File: config.mk
export PLATFORM = sky130hd
export DESIGN_NAME = barrido_mux16
export DESIGN_NICKNAME = d
export VERILOG_FILES = /design/src/rtl/barrido_mux16.sv
export SDC_FILE = /design/constraint.sdc
export NUM_CORES = 1
export LEC_CHECK = 0
export BUFFER_PORTS_ARGS = -buffer_cell sky130_fd_sc_hd__buf_2
export CORE_AREA = 4 4 70 72
export CTS_CLUSTER_SIZE = 8
export DETAILED_ROUTE_END_ITERATION = 10
export DIE_AREA = 0 0 74 76
export GPL_TIMING_DRIVEN = 0
export PLACE_DENSITY = 0.74
export SYNTH_ARGS = -nofsm -noshare
export SYNTH_HDL_FRONTEND = slang
export SYNTH_SLANG_ARGS = --single-unit
File: constraint.sdc
create_clock -name clk -period 4.8 [get_ports clk]
set_input_delay 0.48 -clock clk [delete_from_list [all_inputs] [get_ports clk]]
set_output_delay 0.48 -clock clk [all_outputs]
set_load 0.1 [all_outputs]
File: src/rtl/barrido_mux16.sv
// barrido_mux16: steps the 4-bit select of a 16:1 mux through 0..15, samples Y at each index
// and publishes the assembled word. Define BARRIDO_PARIDAD_EN to add the parity outputs.
module barrido_mux16 #(
    parameter int PASO_CICLOS = 1
) (
    input  logic        clk,
    input  logic        rst_n,
    input  logic        Inicio,
    input  logic        Continuo,
    input  logic        Abortar,
    input  logic        Y,
`ifdef BARRIDO_PARIDAD_EN
    input  logic        ParidadEsperada,
    output logic        Paridad,
    output logic        ErrorParidad,
`endif
    output logic [3:0]  Seleccion,
    output logic        Ocupado,
    output logic        Listo,
    output logic [15:0] Dato
);

    // state   | meaning
    // REPOSO  | idle, waiting for Inicio
    // BARRIDO | holding Seleccion PASO_CICLOS cycles, then sampling Y
    // FIN     | publish Dato, pulse Listo, rescan if Continuo
    typedef enum logic [1:0] {
        REPOSO  = 2'd0,
        BARRIDO = 2'd1,
        FIN     = 2'd2
    } estado_t;

    localparam logic [3:0] CNT_FIN = 4'(PASO_CICLOS - 1);

    estado_t     estado;
    logic [3:0]  cnt;
    logic [15:0] captura;

    always_ff @(posedge clk or negedge rst_n) begin
        if (!rst_n) begin
            estado       <= REPOSO;
            cnt          <= 4'd0;
            captura      <= 16'h0000;
            Seleccion    <= 4'd0;
            Ocupado      <= 1'b0;
            Listo        <= 1'b0;
            Dato         <= 16'h0000;
`ifdef BARRIDO_PARIDAD_EN
            Paridad      <= 1'b0;
            ErrorParidad <= 1'b0;
`endif
        end else begin
            Listo        <= 1'b0;
`ifdef BARRIDO_PARIDAD_EN
            ErrorParidad <= 1'b0;
`endif
            unique case (estado)
                REPOSO: begin
                    if (Inicio) begin
                        estado    <= BARRIDO;
                        Seleccion <= 4'd0;
                        cnt       <= 4'd0;
                        captura   <= 16'h0000;
                        Ocupado   <= 1'b1;
                    end
                end
                BARRIDO: begin
                    // Abort wins over the capture that would happen on this edge
                    if (Abortar) begin
                        estado    <= REPOSO;
                        Seleccion <= 4'd0;
                        Ocupado   <= 1'b0;
                    end else if (cnt == CNT_FIN) begin
                        captura[Seleccion] <= Y;
                        if (Seleccion == 4'd15) begin
                            estado  <= FIN;
                            Ocupado <= 1'b0;
                        end else begin
                            Seleccion <= Seleccion + 4'd1;
                            cnt       <= 4'd0;
                        end
                    end else begin
                        cnt <= cnt + 4'd1;
                    end
                end
                FIN: begin
                    Dato      <= captura;
                    Listo     <= 1'b1;
                    Seleccion <= 4'd0;
`ifdef BARRIDO_PARIDAD_EN
                    Paridad      <= ^captura;
                    ErrorParidad <= (^captura) != ParidadEsperada;
`endif
                    if (Continuo) begin
                        estado  <= BARRIDO;
                        cnt     <= 4'd0;
                        captura <= 16'h0000;
                        Ocupado <= 1'b1;
                    end else begin
                        estado <= REPOSO;
                    end
                end
                default: begin
                    estado    <= REPOSO;
                    Seleccion <= 4'd0;
                    Ocupado   <= 1'b0;
                end
            endcase
        end
    end

endmodule

# Word level (Yosys, flattened, before mapping)

Index checks and enable logic that the tools add are counted.

Bits in registers: 44
Logic and storage cells: 62

Add/sub/neg operators: 2
Order comparisons: 2
Equal/unequal tests: 11
Mux-type cells: 31
Reductions and logical operators: 9

Operators with widths:

| kind                                                | count |
|---|---|
| 2-to-1 mux 16 bit                                   | 4 |
| one-hot mux 16 bit (3 select lines)                 | 1 |
| 2-to-1 mux 4 bit                                    | 8 |
| bitwise mux 16 bit                                  | 1 |
| != test 3 bit, second input constant                | 4 |
| one-hot mux 4 bit (3 select lines)                  | 1 |
| AND reduction 5 bit                                 | 2 |
| adder 4 x 1 -> 4 bit, second input constant         | 2 |
| 2-to-1 mux 1 bit                                    | 8 |
| 2-to-1 mux 2 bit                                    | 4 |
| != test 2 bit, second input constant                | 4 |
| one-hot mux 4 bit (2 select lines)                  | 1 |
| one-hot mux 2 bit (3 select lines)                  | 1 |
| AND reduction 3 bit                                 | 2 |
| < comparator 4 x 5 -> 1 bit, second input constant  | 1 |
| demux 1 bit (select 4 bit)                          | 1 |
| == test 4 bit, second input constant                | 1 |
| >= comparator 4 x 1 -> 1 bit, second input constant | 1 |
| logical NOT 4 bit                                   | 1 |
| AND reduction 4 bit                                 | 1 |
| one-hot mux 1 bit (3 select lines)                  | 1 |
| nonzero test 3 bit                                  | 1 |
| == test 2 x 1 -> 1 bit, second input constant       | 1 |
| == test 2 bit, second input constant                | 1 |
| 2 further kinds                                     | 2 |

# Depth between registers and ports, before layout

Word-level depth: 8
Depth in mapped cells: 7
Depth with buffers taken out: 5

# Worst setup path after synthesis

OpenSTA, ideal clock, no wires.

Path kind: register to register
Start: register Seleccion[1]
End: register estado[0]
Arrival time: 1995 ps
Slack: 2668 ps
Cell stages (with the launch flop): 6
Path buffers: 1
Period minus slack after synthesis: 2132 ps
Cell sequence: dfrtp_1 -> ha_1 -> clkbuf_1 -> nand3_1 -> o21ai_0 -> o21ai_0

Word-level cells in the longest chain between the ends: 3

RTL lines:

| element                              | line | text |
|---|---|---|
| start: declaration                   | 17   | `output logic [3:0] Seleccion,` |
| start signal: assignment             | 79   | `Seleccion <= Seleccion + 4'd1;` |
| == test 4 bit                        | 75   | `if (Seleccion == 4'd15) begin` |
| != test 3 bit (no source line)       | -    |  |
| AND reduction 3 bit (no source line) | -    |  |
| end signal: assignment               | 70   | `estado <= REPOSO;` |
| end signal: assignment               | 76   | `estado <= FIN;` |
| end signal: assignment               | 95   | `estado <= BARRIDO;` |
| end: declaration                     | 35   | `estado_t estado;` |

Every way passes these cells.
A chain may end at the register's enable or synchronous reset.

# Final worst setup path

Start: register cnt[0]
End: register captura[1]

Word-level cells in the longest chain between the ends: 3

RTL lines:

| element                              | line | text |
|---|---|---|
| start: declaration                   | 36   | `logic [3:0] cnt;` |
| start signal: assignment             | 83   | `cnt <= cnt + 4'd1;` |
| logical NOT 4 bit                    | 73   | `end else if (cnt == CNT_FIN) begin` |
| != test 2 bit (no source line)       | -    |  |
| AND reduction 5 bit (no source line) | -    |  |
| end signal: assignment               | 63   | `captura <= 16'h0000;` |
| end signal: indexed assignment       | 74   | `captura[Seleccion] <= Y;` |
| end signal: assignment               | 97   | `captura <= 16'h0000;` |
| end: declaration                     | 37   | `logic [15:0] captura;` |

Every way passes these cells.

==> results.toml <==
[hold_path]
hold_path_class = "in2async"

[yosys]
synth_area_mm2 = 0.00229
avgSynthCellArea_um2 = 9.52
yosysTopAreaCell = "dfrtp_1"
synthCells = 240
synth_nets = 252
seq_area_frac_synth_pct = 48.2
ys_types = 38
ys_ff_latch = 44
ys_warn_count = 0
synth_top_area_share_pct = 48.2
synthTopCellsByArea = "dfrtp_1 48%, nand3_1 5.7%, o21ai_0 5.3%"

[power]
p_leak_uw = 0.00116
powerDensity_mw_per_mm2 = 368
ir_worst_vdd_mv = 0.229
total_power_uw = 961

[sta]
rsz0062_at_grt = "false"
min_period_ns = 1.95
clock_skew_ns = 0.00692
whs_ns = 0.329
worst_slew_pin_slew_ns = 0.983
fin_tns_setup_ns = 0
final_hold_viol_count = 0
fin_crit_sh_pct = 40.6
finalSetupViolCount = 0
max_freq_mhz = 513
max_slew_margin_pct = 34.5
final_max_slew_viol_count = 0

[drt]
vias = 1888
met1Wirelength_um = 2400
drt_iter0_markers = 143
drc_errors = 0
top_layer_used = "met4"
avgRoutedWirePerCell_um = 15.9
dr_wl_met2_um = 2480
ant_nets = 0
vias_per_cell = 5.77
wl_met3_um = 246
drtPass1Iterations = 4
routed_wl_um = 5210

[worst_setup_path]
cp-startpoint = "cnt[0]"
critPathRequiredTime_ns = 4.97
r2r_cells = 7
worstPathArrival_ns = 2.12
crit_slowest_cell = "dfrtp_1"
cp-endpoint = "captura[1]"
worstReg2RegEnd = "captura[1]"
cp_max_fo = 10
crit_family = "buffers and inverters"
reg2reg_from = "cnt[0]"
worstSetupPathType = "reg2reg"
cp_cell_sequence = "inv_1, ha_1, or3b_1, clkbuf_2, o22ai_4, buf_6, o211ai_1"
critPathBufInv = 3
rrSetupSlack_ns = 2.85
crit_cells = 7
startpoint_type = "flop"
max_stage_delay_ns = 0.40
critPathCaptureType = "flop"

[status]
status = "finished, final reports clean"

[clocking]
cts_tree = "built"
cts_setup_buffers = 0
clock_path_buffers = 2
cts.hold.buffers_added = 0
cts_buffers = 5
cts-root-buf = "clkbuf_8"
cts.repair.resized = 0
clkLatencyLatePin_ns = 0.30
htree_num_levels = 2
cts_sinks = 44
clkTransAtPathRegs_ns = 0.08

[die]
core_area_mm2 = 0.00429
die_h_um = 76
dieWidth_um = 74
rows = 24
ios = 28
initial_core_util_pct = 53.2
dieArea_mm2 = 0.00562

[global_routing]
grt_pass1_vias = 1891
antenna_found_initial = 0
grt_pass1_wl_um = 9140
grt_usage_pct = 20.9
grt_max_degree = 45
grt-ovfl-total = 0

[final_layout]
final_core_utilization_pct = 60.8
stdcell_area_mm2 = 0.00261
syn_to_final_growth_pct = 14.3
drive_above_1_share_pct = 18.9
num-fill-cells = 394
nNetsFinal = 286
diodes = 0

[place]
dp_hpwl_um = 3610
gp_congestion = 0.875
placed_area_mm2 = 0.00249
io_buffers = 27

[flow_run]
drv_cap = 0
==> cells in the mapped netlist (all sizes together) <==
library cell  instances
nand2                18
o311ai                4
o21ai                24
nor3                  1
clkbuf               14
nor2                  2
nand3b                8
or3b                  2
a211oi                2
a31oi                 1
ha                    6
and3                  1
inv                  26
o2111ai               1
and4bb                2
a21oi                 3
and2b                 1
o31ai                 2
buf                   6
nand3                26
or3                   1
xor2                  1
a21o                  1
nand4                11
or2b                  1
dfrtp                44
o22ai                 3
nand2b                1
nor2b                 2
mux2i                 4
and2                  1
nor3b                 2
nor4                  2
o211ai               16
==> registers in the layout, summed over array words and instances (netlist names) <==
name       flops
Dato          16
Listo          1
Ocupado        1
Seleccion      4
captura       16
cnt            4
estado         2
==> power breakdown <==
part           internal [µW]  leakage, µW  switching, µW
clock                    184    0.0000645            127
sequential               411     0.000603           24.4
combinational           63.7     0.000495            151
total                    658      0.00116            303
==> metrics by stage <==
stage                     setup WS [ns]  cells
after floorplan                    2.67    240
after detailed placement           2.84    319
final                              2.85    327
after global routing               2.71    327
after CTS                          2.84    327
after global placement             2.92    319
==> layout make-up <==
type	count	area (µm²)	area share, %
flip-flops and latches	44	1100	42.1
multi-input cells	150	985	37.7
repair buffers	27	135	5.17
plain buffers	20	103	3.93
inverters	26	97.6	3.74
clock buffers	7	96.3	3.69
well taps	52	65.1	2.49
clock inverters	1	30.0	1.15
==> cells in the final DEF (no fill, tap or decap), drive strengths merged, types with 2 or more instances in the layout <==
cell type and instances:
o211ai 16, and4bb 2, o22ai 3, inv 26, or3b 2, o31ai 2
nor4 2, nand3 26, a211oi 2, nor3b 2, ha 6, nor2 2
dfrtp 44, a21oi 3, nand3b 8, buf 33, nor2b 2, nand2 18
nand4 11, o21ai 24, o311ai 4, mux2i 4, clkbuf 21
==> layer usage <==
metal | GRT usage, % | vias to the layer above
li1 | - | 921
met1 | 28.6 | 911
met2 | 31.3 | 48
met3 | 5.01 | 8
met4 | 8.51 | 0
met5 | 0 | -
==> worst min-delay path by stage <==
stage	cells past startpoint	endpoint	startpoint	slack, ns
after global placement	2	Dato[3]	Dato[3]	0.46
after detailed placement	2	Dato[2]	Dato[2]	0.47
final	1	cnt[1]	rst_n	0.33
after CTS	1	Dato[15]	rst_n	0.36
after global routing	1	cnt[3]	rst_n	0.43
after floorplan	0	Dato[0]	rst_n	0.18
==> logic make-up after synthesis <==
logic type / synth area share (%)
muxes: 1.75
xor gates and xnor gates: 0.383
adders and majority gates: 3.28
DFF: 48.2
and+or+nand+nor: 20.7
buffers and inverters: 8.76
AOI/OAI and AO/OA: 16.9
Note: power is estimated with default switching activity, not from simulation.
